File: config.mk
export PLATFORM = sky130hd
export DESIGN_NAME = adder_reservation_stations
export DESIGN_NICKNAME = d
export VERILOG_FILES = /design/src/rtl/tomasulo_pkg.sv /design/src/rtl/adder_pipe.sv /design/src/rtl/adder_reservation_stations.sv
export SDC_FILE = /design/constraint.sdc
export NUM_CORES = 1
export LEC_CHECK = 0
export CAP_MARGIN = 30
export CELL_PAD_IN_SITES_DETAIL_PLACEMENT = 1
export CELL_PAD_IN_SITES_GLOBAL_PLACEMENT = 2
export CORE_MARGIN = 1.5
export CORE_UTILIZATION = 33
export DETAILED_ROUTE_END_ITERATION = 10
export GPL_TIMING_DRIVEN = 0
export MAX_ROUTING_LAYER = met4
export PLACE_DENSITY_LB_ADDON = 0.1
export SYNTH_ARGS = -nofsm -noshare
export SYNTH_HDL_FRONTEND = slang
export SYNTH_SLANG_ARGS = --single-unit
File: constraint.sdc
create_clock -name clock -period 5.5 [get_ports clock]
set_clock_uncertainty 0.05 [all_clocks]
set_input_delay 1.1 -clock clock [delete_from_list [all_inputs] [get_ports clock]]
set_output_delay 1.1 -clock clock [all_outputs]
set_load 0.005 [all_outputs]
File: src/rtl/tomasulo_pkg.sv
// Shared definitions for the Tomasulo-style issue/execute blocks:
// opcodes, tag width and the reservation-station entry state encoding.
package tomasulo_pkg;

    localparam int TAG_W = 6;
    localparam logic [TAG_W-1:0] TAG_NONE = '0;

    localparam logic [5:0] OP_ADD = 6'h20;
    localparam logic [5:0] OP_SUB = 6'h22;

    typedef enum logic [2:0] {
        RS_FREE  = 3'd0,
        RS_WAIT  = 3'd1,
        RS_READY = 3'd2,
        RS_EXEC  = 3'd3,
        RS_DONE  = 3'd4
    } rs_state_t;

    function automatic logic is_adder_op(input logic [5:0] op);
        return (op == OP_ADD) || (op == OP_SUB);
    endfunction

endpackage

File: src/rtl/adder_pipe.sv
// Fixed-latency add/subtract unit: the result and a done pulse emerge
// LATENCY cycles after start, tracked by a shift-register valid chain.
module adder_pipe
    import tomasulo_pkg::*;
#(
    parameter int DATA_W  = 32,
    parameter int LATENCY = 2
) (
    input  logic              clock,
    input  logic              reset_n,
    input  logic              start,
    input  logic [5:0]        op,
    input  logic [DATA_W-1:0] a,
    input  logic [DATA_W-1:0] b,
    output logic              done,
    output logic [DATA_W-1:0] result
);

    logic [LATENCY-1:0] valid_q;
    logic [DATA_W-1:0]  data_q [LATENCY];
    logic [DATA_W-1:0]  sum;

    // Arithmetic wraps modulo 2^DATA_W; no overflow is reported.
    always_comb begin
        sum = (op == OP_SUB) ? (a - b) : (a + b);
    end

    always_ff @(posedge clock or negedge reset_n) begin
        if (!reset_n) begin
            valid_q <= '0;
            for (int i = 0; i < LATENCY; i++) begin
                data_q[i] <= '0;
            end
        end else begin
            valid_q[0] <= start;
            data_q[0]  <= sum;
            for (int i = 1; i < LATENCY; i++) begin
                valid_q[i] <= valid_q[i-1];
                data_q[i]  <= data_q[i-1];
            end
        end
    end

    assign done   = valid_q[LATENCY-1];
    assign result = data_q[LATENCY-1];

endmodule

File: src/rtl/adder_reservation_stations.sv
// Adder reservation-station bank: holds issued ADD/SUB instructions until their
// operands resolve, dispatches one at a time to adder_pipe and requests the CDB.
module adder_reservation_stations
    import tomasulo_pkg::*;
#(
    parameter int NUM_RS      = 3,
    parameter int BASE_TAG    = 1,
    parameter int DATA_W      = 32,
    parameter int ADD_LATENCY = 2
) (
    input  logic              clock,
    input  logic              reset_n,
    input  logic              issue,
    input  logic [5:0]        operation,
    input  logic [4:0]        Dest_address,
    input  logic [TAG_W-1:0]  A_tag,
    input  logic [TAG_W-1:0]  B_tag,
    input  logic [DATA_W-1:0] A_value,
    input  logic [DATA_W-1:0] B_value,
    input  logic              cdb_valid,
    input  logic [TAG_W-1:0]  cdb_tag,
    input  logic [DATA_W-1:0] cdb_value,
    input  logic              cdb_grant,
    output logic              adder_available,
    output logic [TAG_W-1:0]  adder_RS_available,
    output logic [TAG_W-1:0]  RS_issued,
    output logic              issue_error,
    output logic [TAG_W-1:0]  RS_executing_adder,
    output logic              adder_rts,
    output logic [TAG_W-1:0]  RS_finished,
    output logic [DATA_W-1:0] result_value,
    output logic [4:0]        result_dest
);

    typedef struct packed {
        logic [TAG_W-1:0]  tag;
        logic [DATA_W-1:0] value;
    } operand_t;

    typedef struct packed {
        rs_state_t  state;
        logic [5:0] op;
        logic [4:0] dest;
        operand_t   a;
        operand_t   b;
    } entry_t;

    function automatic logic [TAG_W-1:0] entry_tag(input int idx);
        return TAG_W'(BASE_TAG + idx);
    endfunction

    // A pending operand resolves when the CDB broadcasts its producer tag.
    function automatic operand_t snoop(input operand_t cur, input logic valid,
                                       input logic [TAG_W-1:0] tag,
                                       input logic [DATA_W-1:0] value);
        operand_t res;
        res = cur;
        if (valid && (cur.tag != TAG_NONE) && (cur.tag == tag)) begin
            res.tag   = TAG_NONE;
            res.value = value;
        end
        return res;
    endfunction

    entry_t rs_q [NUM_RS];
    entry_t rs_d [NUM_RS];

    logic [NUM_RS-1:0] free_vec;
    logic [NUM_RS-1:0] alloc_sel;
    logic [NUM_RS-1:0] dispatch_sel;
    logic [TAG_W-1:0]  alloc_tag;
    logic [TAG_W-1:0]  exec_tag;
    logic [4:0]        done_dest;
    logic              adder_busy;
    logic              done_any;
    logic              issue_ok;
    logic              dispatch_valid;
    logic [5:0]        disp_op;
    logic [DATA_W-1:0] disp_a;
    logic [DATA_W-1:0] disp_b;
    logic              pipe_done;
    logic [DATA_W-1:0] pipe_result;
    operand_t          issue_a;
    operand_t          issue_b;

    adder_pipe #(
        .DATA_W  (DATA_W),
        .LATENCY (ADD_LATENCY)
    ) u_adder_pipe (
        .clock   (clock),
        .reset_n (reset_n),
        .start   (dispatch_valid),
        .op      (disp_op),
        .a       (disp_a),
        .b       (disp_b),
        .done    (pipe_done),
        .result  (pipe_result)
    );

    // State register: entries plus the one-cycle handshake pulses and result latch.
    always_ff @(posedge clock or negedge reset_n) begin
        if (!reset_n) begin
            for (int i = 0; i < NUM_RS; i++) begin
                rs_q[i] <= '0;
            end
            RS_issued    <= TAG_NONE;
            issue_error  <= 1'b0;
            RS_finished  <= TAG_NONE;
            result_value <= '0;
        end else begin
            for (int i = 0; i < NUM_RS; i++) begin
                rs_q[i] <= rs_d[i];
            end
            RS_issued   <= issue_ok ? alloc_tag : TAG_NONE;
            issue_error <= issue && !issue_ok;
            RS_finished <= (done_any && cdb_grant) ? exec_tag : TAG_NONE;
            if (pipe_done) begin
                result_value <= pipe_result;
            end else if (done_any && cdb_grant) begin
                result_value <= '0;
            end
        end
    end

    // Decode from registered state only, so a slot freed on an edge is
    // neither advertised nor reallocated until the following cycle.
    always_comb begin
        free_vec     = '0;
        alloc_sel    = '0;
        alloc_tag    = TAG_NONE;
        dispatch_sel = '0;
        exec_tag     = TAG_NONE;
        done_dest    = '0;
        adder_busy   = 1'b0;
        done_any     = 1'b0;
        disp_op      = '0;
        disp_a       = '0;
        disp_b       = '0;
        for (int i = 0; i < NUM_RS; i++) begin
            free_vec[i] = (rs_q[i].state == RS_FREE);
            if ((rs_q[i].state == RS_EXEC) || (rs_q[i].state == RS_DONE)) begin
                adder_busy = 1'b1;
                exec_tag   = entry_tag(i);
            end
            if (rs_q[i].state == RS_DONE) begin
                done_any  = 1'b1;
                done_dest = rs_q[i].dest;
            end
        end
        for (int i = NUM_RS - 1; i >= 0; i--) begin
            if (rs_q[i].state == RS_FREE) begin
                alloc_sel    = '0;
                alloc_sel[i] = 1'b1;
                alloc_tag    = entry_tag(i);
            end
            if (!adder_busy && (rs_q[i].state == RS_READY)) begin
                dispatch_sel    = '0;
                dispatch_sel[i] = 1'b1;
                disp_op         = rs_q[i].op;
                disp_a          = rs_q[i].a.value;
                disp_b          = rs_q[i].b.value;
            end
        end
    end

    assign dispatch_valid = |dispatch_sel;
    assign issue_ok       = issue && is_adder_op(operation) && (|alloc_sel);
    assign issue_a        = snoop('{tag: A_tag, value: A_value}, cdb_valid, cdb_tag, cdb_value);
    assign issue_b        = snoop('{tag: B_tag, value: B_value}, cdb_valid, cdb_tag, cdb_value);

    // Next-state: each entry advances independently; only one can be in the adder.
    always_comb begin
        for (int i = 0; i < NUM_RS; i++) begin
            rs_d[i] = rs_q[i];
            case (rs_q[i].state)
                RS_FREE: begin
                    if (issue_ok && alloc_sel[i]) begin
                        rs_d[i].op   = operation;
                        rs_d[i].dest = Dest_address;
                        rs_d[i].a    = issue_a;
                        rs_d[i].b    = issue_b;
                        rs_d[i].state = ((issue_a.tag == TAG_NONE) && (issue_b.tag == TAG_NONE))
                                        ? RS_READY : RS_WAIT;
                    end
                end
                RS_WAIT: begin
                    rs_d[i].a = snoop(rs_q[i].a, cdb_valid, cdb_tag, cdb_value);
                    rs_d[i].b = snoop(rs_q[i].b, cdb_valid, cdb_tag, cdb_value);
                    if ((rs_d[i].a.tag == TAG_NONE) && (rs_d[i].b.tag == TAG_NONE)) begin
                        rs_d[i].state = RS_READY;
                    end
                end
                RS_READY: begin
                    if (dispatch_sel[i]) begin
                        rs_d[i].state = RS_EXEC;
                    end
                end
                RS_EXEC: begin
                    if (pipe_done) begin
                        rs_d[i].state = RS_DONE;
                    end
                end
                RS_DONE: begin
                    if (cdb_grant) begin
                        rs_d[i].state = RS_FREE;
                    end
                end
                default: rs_d[i].state = RS_FREE;
            endcase
        end
    end

    // Output decode
    always_comb begin
        adder_available    = |free_vec;
        adder_RS_available = alloc_tag;
        RS_executing_adder = exec_tag;
        adder_rts          = done_any;
        result_dest        = done_dest;
    end

endmodule

* Word level (Yosys, flattened, before mapping)
Cells that the tools add are included.
Storage, ports and cells: bits of input ports 130, logic and storage cells 218, output and inout port bits 64, bits in registers 381
Cells by class: add/sub/neg operators 2, equality and inequality tests 44, reductions and logical operators 77, muxes and demuxes 67
Operators with widths (count):
- 38-bit 2-to-1 mux | 14
- 76-bit case mux with 2 select lines | 3
- 32-bit 2-to-1 mux | 9
- 90-bit 2-to-1 mux | 3
- 6-bit 2-to-1 mux | 9
- 6-bit == test | 8
- 6-bit zero test | 8
- 6-bit nonzero test | 8
- 3-bit case mux with 5 select lines | 3
- 3-bit 2-to-1 mux | 14
- 32-bit adder | 1
- 32-bit subtractor | 1
- 1-bit logical AND | 30
- 2-bit != test, second input constant | 15
- 3-bit by 2-bit == test with 1-bit output, second input constant | 6
- 6-bit == test, second input constant | 3
- 3-bit AND reduction | 6
- 5-bit 2-to-1 mux | 3
- 5-bit AND reduction | 3
- 2-bit by 1-bit != test with 1-bit output, second input constant | 6
- 2-bit AND reduction | 6
- 3-bit by 1-bit == test with 1-bit output, second input constant | 3
- 3-bit == test, second input constant | 3
- 3-bit zero test | 3
- 6 further kinds | 22

* Logic depth before layout (Yosys ltp)
word-level depth 12, gate-level depth with buffers 27, mapped depth without buffers 22

* Cells and area by module
From an unflattened synthesis, not the netlist that was laid out.
Unflattened totals: cells, all modules 1982, area, all modules 20176.9 µm²
By module, submodules not included:
- adder_reservation_stations | area each 15801.4 µm², seq. area each 7682.4 µm², instances 1, cells an instance 1519
- adder_pipe | area each 4375.4 µm², seq. area each 1651.6 µm², instances 1, cells an instance 463

* Worst setup path before layout
No wires, ideal clock.
path type reg2reg, from reg rs_q[179] (netlist name), to reg u_adder_pipe.data_q[62] (netlist name), period minus slack after synthesis 5.456 ns, arrival 5.275 ns, path buffers 6, cell stages (with the launch flop) 26, slack 0.044 ns, required time 5.320 ns, path through dfrtp_1 buf_2 or3b_2 nand3_1 nor2_1 buf_2 buf_2 buf_1 clkbuf_1 buf_1 a21oi_1 ha_1 inv_1 or3_1 o41ai_1 xnor2_1 ha_1 and3_1 and3_1 nand3_1 a211o_1 a21oi_1 a221oi_1 o21ai_0 a31o_2 nand4_1
Between the ends: longest elaborated chain between the ends 11
Ends and longest elaborated chain:
- start: declaration | line adder_reservation_stations.sv:65 | entry_t rs_q [NUM_RS];
- start signal: indexed assignment | line adder_reservation_stations.sv:112 | rs_q[i] <= rs_d[i];
- 3-bit by 2-bit == test with 1-bit output or 3-bit == test (tied branches) | line adder_reservation_stations.sv:141 | if ((rs_q[i].state == RS_EXEC) || (rs_q[i].state == RS_DONE)) begin
- 1-bit logical OR | line adder_reservation_stations.sv:141
- 1-bit 2-to-1 mux (2 in a row) | line adder_reservation_stations.sv:141
- 1-bit zero test | line adder_reservation_stations.sv:156 | if (!adder_busy && (rs_q[i].state == RS_READY)) begin
- 1-bit logical AND | line adder_reservation_stations.sv:156
- 32-bit 2-to-1 mux or 6-bit 2-to-1 mux (tied branches) (3 in a row) | line adder_reservation_stations.sv:156
- 32-bit adder (tied with other cells) | line adder_pipe.sv:25 | sum = (op == OP_SUB) ? (a - b) : (a + b);
- 32-bit 2-to-1 mux (*) | line adder_pipe.sv:25
- via u_adder_pipe.sum[30] | line adder_pipe.sv:21 | logic [DATA_W-1:0] sum;
- end signal: indexed assignment | line adder_pipe.sv:39 | data_q[i] <= data_q[i-1];
- end: declaration | line adder_pipe.sv:20 | logic [DATA_W-1:0] data_q [LATENCY];
The timed path passes the listed nets; every way through them passes the cells marked *. A chain may end at the register's enable or synchronous reset.

* Worst setup path after layout
from reg rs_q[267] (netlist name), to reg u_adder_pipe.data_q[62] (netlist name)
Between the ends: longest elaborated chain between the ends 12
Ends and longest elaborated chain (line):
- 3-bit by 2-bit == test with 1-bit output or 3-bit == test (tied branches) | adder_reservation_stations.sv:141
- 1-bit logical OR | adder_reservation_stations.sv:141
- 1-bit 2-to-1 mux (3 in a row) | adder_reservation_stations.sv:141
- 1-bit zero test | adder_reservation_stations.sv:156
- 1-bit logical AND | adder_reservation_stations.sv:156
- 32-bit 2-to-1 mux or 6-bit 2-to-1 mux (tied branches) (3 in a row) | adder_reservation_stations.sv:156
- 32-bit adder (tied with other cells) | adder_pipe.sv:25
- 32-bit 2-to-1 mux (*) | adder_pipe.sv:25
- via u_adder_pipe.sum[30] | adder_pipe.sv:21
Marked as above.

==> results.md <==
* FF-to-FF setup slack at 0.11 ns
* MaxCap Viol Count at 0
* Layout cells sized above 1 at 11.80%
* # hold bufs at CTS at 0
* CP peak stage delay at 0.44 ns
* Final setup viols at 0
* Synth Area in Simple Gates at 11.18%
* # fillers at 6198
* CP top delay family: simple AND/OR/NAND/NOR gates
* Async set-reset flop share out of synthesis at 100.0%
* Slowest-stage cell, CP: or3_4
* Path category of the worst min-delay check: reg -> reg
* Leakage at 0.01179 uW
* Initial core utilization at 33.32%
* Post-synthesis cell type count at 72
* Largest net degree at the start of global routing at 118
* GP Congestion at 0.8337
* Syn Area/Cell at 10.15 sq um
* GRT overflow at 0
* Adder-cell share of the synthesized area at 2.290%
* Final Hold Viols at 0
* Net Sw Frac at 33.22%
* F_max at 185.4 MHz
* Crit path launch: rs_q[267]
* Die width at 238.9 um
* Final Util at 43.08%
* Area Overhead vs Synth at 29.30%
* PD cells at 425.3 nW/um^2
* Synthesized cell area at 18360 sq um
* R2r worst-path depth at 26
* Vias in the first global route at 16.95k
* IO Pins at 194
* Non-filler cells in the finished layout at 2877
* Compound-Gate Fraction of Synth Area at 23.15%
* Nets at 2260
* Top cells by area, synth: dfrtp_1 (51%), a222oi_1 (10%), inv_1 (4.0%)
* Wire length of the first global-routing pass at 108200 um
* Leading area contributor after synthesis: dfrtp_1
* Hold_ws at 0.2961 ns
* Initial drt markers at 1977
* Skew-Pair Late Insertion Delay at 0.59 ns
* Crit path buf inv count at 8
* CTS tree: done
* Worst Max-Slew Pin Slew at 1.114 ns
* Setup crit end: u_adder_pipe.data_q[62]
* Die Area at 57050 sq um
* GRT Total Usage at 26.08%
* Net Sw Power at 3354 uW
* Type of element capturing the critical path: register
* Clk pwr share at 31.3%
* Final HPWL DP at 51120 um
* Worst R2R Start: rs_q[267]
* Largest family of logic cells by synthesized area: compound AO/OA/AOI/OAI gates
* Dominant synthesized flop cell: dfrtp_1
* Slew margin rel. at 25.70%
* CTS root buffer: clkbuf_16
* Sequential share of power at 33.7%
* Synthesized flop and latch total at 373
* Status: finished clean
* Post-synthesis sequential area ratio at 50.85%
* Clock transition at the registers of the reported paths at 0.06 ns
* Fin. max-slew vios at 0
* Initial antenna violation count at 1
* Placed cells at 2751
* Internal power at 6742 uW
* Top cell type's share of synthesized area at 50.85%
* Startpoint types: register
* Vias at 16.37k
* WP depth at 26
* Die H at 238.9 um
* Synth Instances at 1809
* Clock Tree Buf Depth at 3
* Post-DR vias/cell at 5.691
* Port buffer count at 171
* Critical path arrival at 5.80 ns
* Most frequent cell on the critical path: buf_12
* # DRC at 0
* DR WL/cell at 25.34 um
* Mux contribution to synthesized area at 0.1159%
* Warnings from Yosys at 0
* XOR/XNOR Fraction of Synth Area at 4.819%
* Min cycle time layout at 5.393 ns
* Drt pass-1 iters at 9
* Tcrit/Tclk final at 98.06%
* CP Max Fanout at 11
* Row cnt at 86
* Most frequent cells after synthesis: dfrtp_1 (373), inv_1 (195), a222oi_1 (187), nand2_1 (159), clkbuf_1 (107)
* Cts bufs inserted at 46
* Setup ws final at 0.1065 ns
* Comb power frac at 35.0%
* Core area at 55090 sq um
* EDFF count, synth at 0
* Peak supply drop at 0.2618 mV
* CTS H-Tree Depth at 2
* Worst slack, placed at -3.391 ns
* Drt total wl at 72900 um
* Count leader, synth: dfrtp_1
* # clock sinks at 373
* Final ANT Viol Nets at 0
* R2R Path End: u_adder_pipe.data_q[62]
* Critical setup path kind: reg -> reg
* Crit path required time at 5.90 ns
-- per-layer routing --
layer	wire, um	track usage, %	part of all wire (%)	vias to the layer above
met5	0	-	0	-
met2	34470	41.53	47	559
met1	32410	34.64	44	8467
li1	-	-	-	7250
met4	1617	6.463	2.2	0
met3	4399	4.307	6.0	97
-- worst register-to-register path: stages (launching register included) --
cell       delay, ns
dfrtp_1         0.37
buf_6           0.12
or3b_4          0.37
buf_6           0.14
nand2_8         0.08
nor2_4          0.07
buf_12          0.15
buf_12          0.16
clkbuf_16       0.17
buf_12          0.15
a21oi_4         0.18
ha_2            0.20
inv_2           0.06
or3_4           0.44
o41ai_4         0.35
xnor2_2         0.12
ha_1            0.35
and3_4          0.20
and3_4          0.21
nand3_1         0.10
a211o_4         0.32
a21oi_4         0.24
a221oi_4        0.11
buf_12          0.15
o21ai_4         0.17
a31o_2          0.17
nand4_1         0.08
-- how the worst min path moves through the flow --
stage | start | endpoint | depth (start not counted)
floorplan | u_adder_pipe.data_q[32] | u_adder_pipe.result[0] | 0
global placement | u_adder_pipe.data_q[52] | u_adder_pipe.result[20] | 0
detailed placement | u_adder_pipe.data_q[44] | u_adder_pipe.result[12] | 0
CTS | u_adder_pipe.data_q[52] | u_adder_pipe.result[20] | 0
global route | u_adder_pipe.data_q[40] | u_adder_pipe.result[8] | 0
finish | u_adder_pipe.data_q[52] | u_adder_pipe.result[20] | 0
-- placed cells by master, fill, tap and decap left out, types with 19 or more instances in the layout --
cell type / n
a222oi_1: 187
clkbuf_16: 48
clkbuf_1: 101
and2_1: 19
a22oi_1: 46
a21oi_1: 45
nand2_1: 158
ha_1: 26
nor2_1: 75
o21ai_0: 80
a22o_1: 50
dfrtp_1: 370
xnor2_1: 50
a21o_1: 22
o22ai_1: 20
inv_1: 192
buf_4: 67
clkdlybuf4s50_1: 170
xor2_1: 48
nand3_1: 27
-- timing repair --
item,4_1_cts,5_1_grt
pin swaps,35,41
setup buffers,24,27
gates resized for setup,109,51
endpoints found under the setup margin,32,16
-- power by group through the flow --
stage / clock [uW] / sequential, uW / combinational [uW]
after floorplan: 0 / 3400 / 1800
after global placement: 0 / 3450 / 2910
after detailed placement: 0 / 3450 / 2960
after CTS: 3240 / 3410 / 3310
after global routing: 3320 / 3450 / 3800
final: 3160 / 3410 / 3530
-- cells by family (layout without fill, tap and decap cells) --
| family | after synthesis | in the layout |
|---|---|---|
| muxes | 2 | 2 |
| buffers and inverters | 343 | 647 |
| DFF | 373 | 373 |
| AOI/OAI and AO/OA | 540 | 540 |
| xor gates and xnor gates | 101 | 101 |
| adders and majority gates | 33 | 33 |
| and+or+nand+nor | 416 | 416 |
| other | 1 | 17 |
-- flip-flops by register name (all words and copies together), names as in the netlist --
register	cells
rs_q	270
issue_error	1
u_adder_pipe.result	32
RS_issued	2
u_adder_pipe.data_q	32
RS_finished	2
u_adder_pipe.valid_q	2
result_value	32
-- layout make-up --
type,instances,area (sq um),area share (%)
timing repair buffer,229,2233,9.409
tap,748,935.9,3.943
sequential,373,9338,39.34
buffer,144,774.5,3.263
inverter,195,732.0,3.084
clock buffer,67,1351,5.693
antenna,1,2.502,0.01054
clock inverter,12,191.4,0.8065
multi-input combinational,1108,8178,34.45
-- per-stage QoR --
step / power, uW / TNS, ns / instance area, sq um
finish: 10100 / 0 / 23740
global route: 10570 / -0.07108 / 23740
CTS: 9953 / 0 / 23320
detailed placement: 6412 / -70.45 / 21190
global placement: 6363 / -5228.26 / 21060
floorplan: 5198 / 0 / 18410
(Power assumes the default switching activity.)
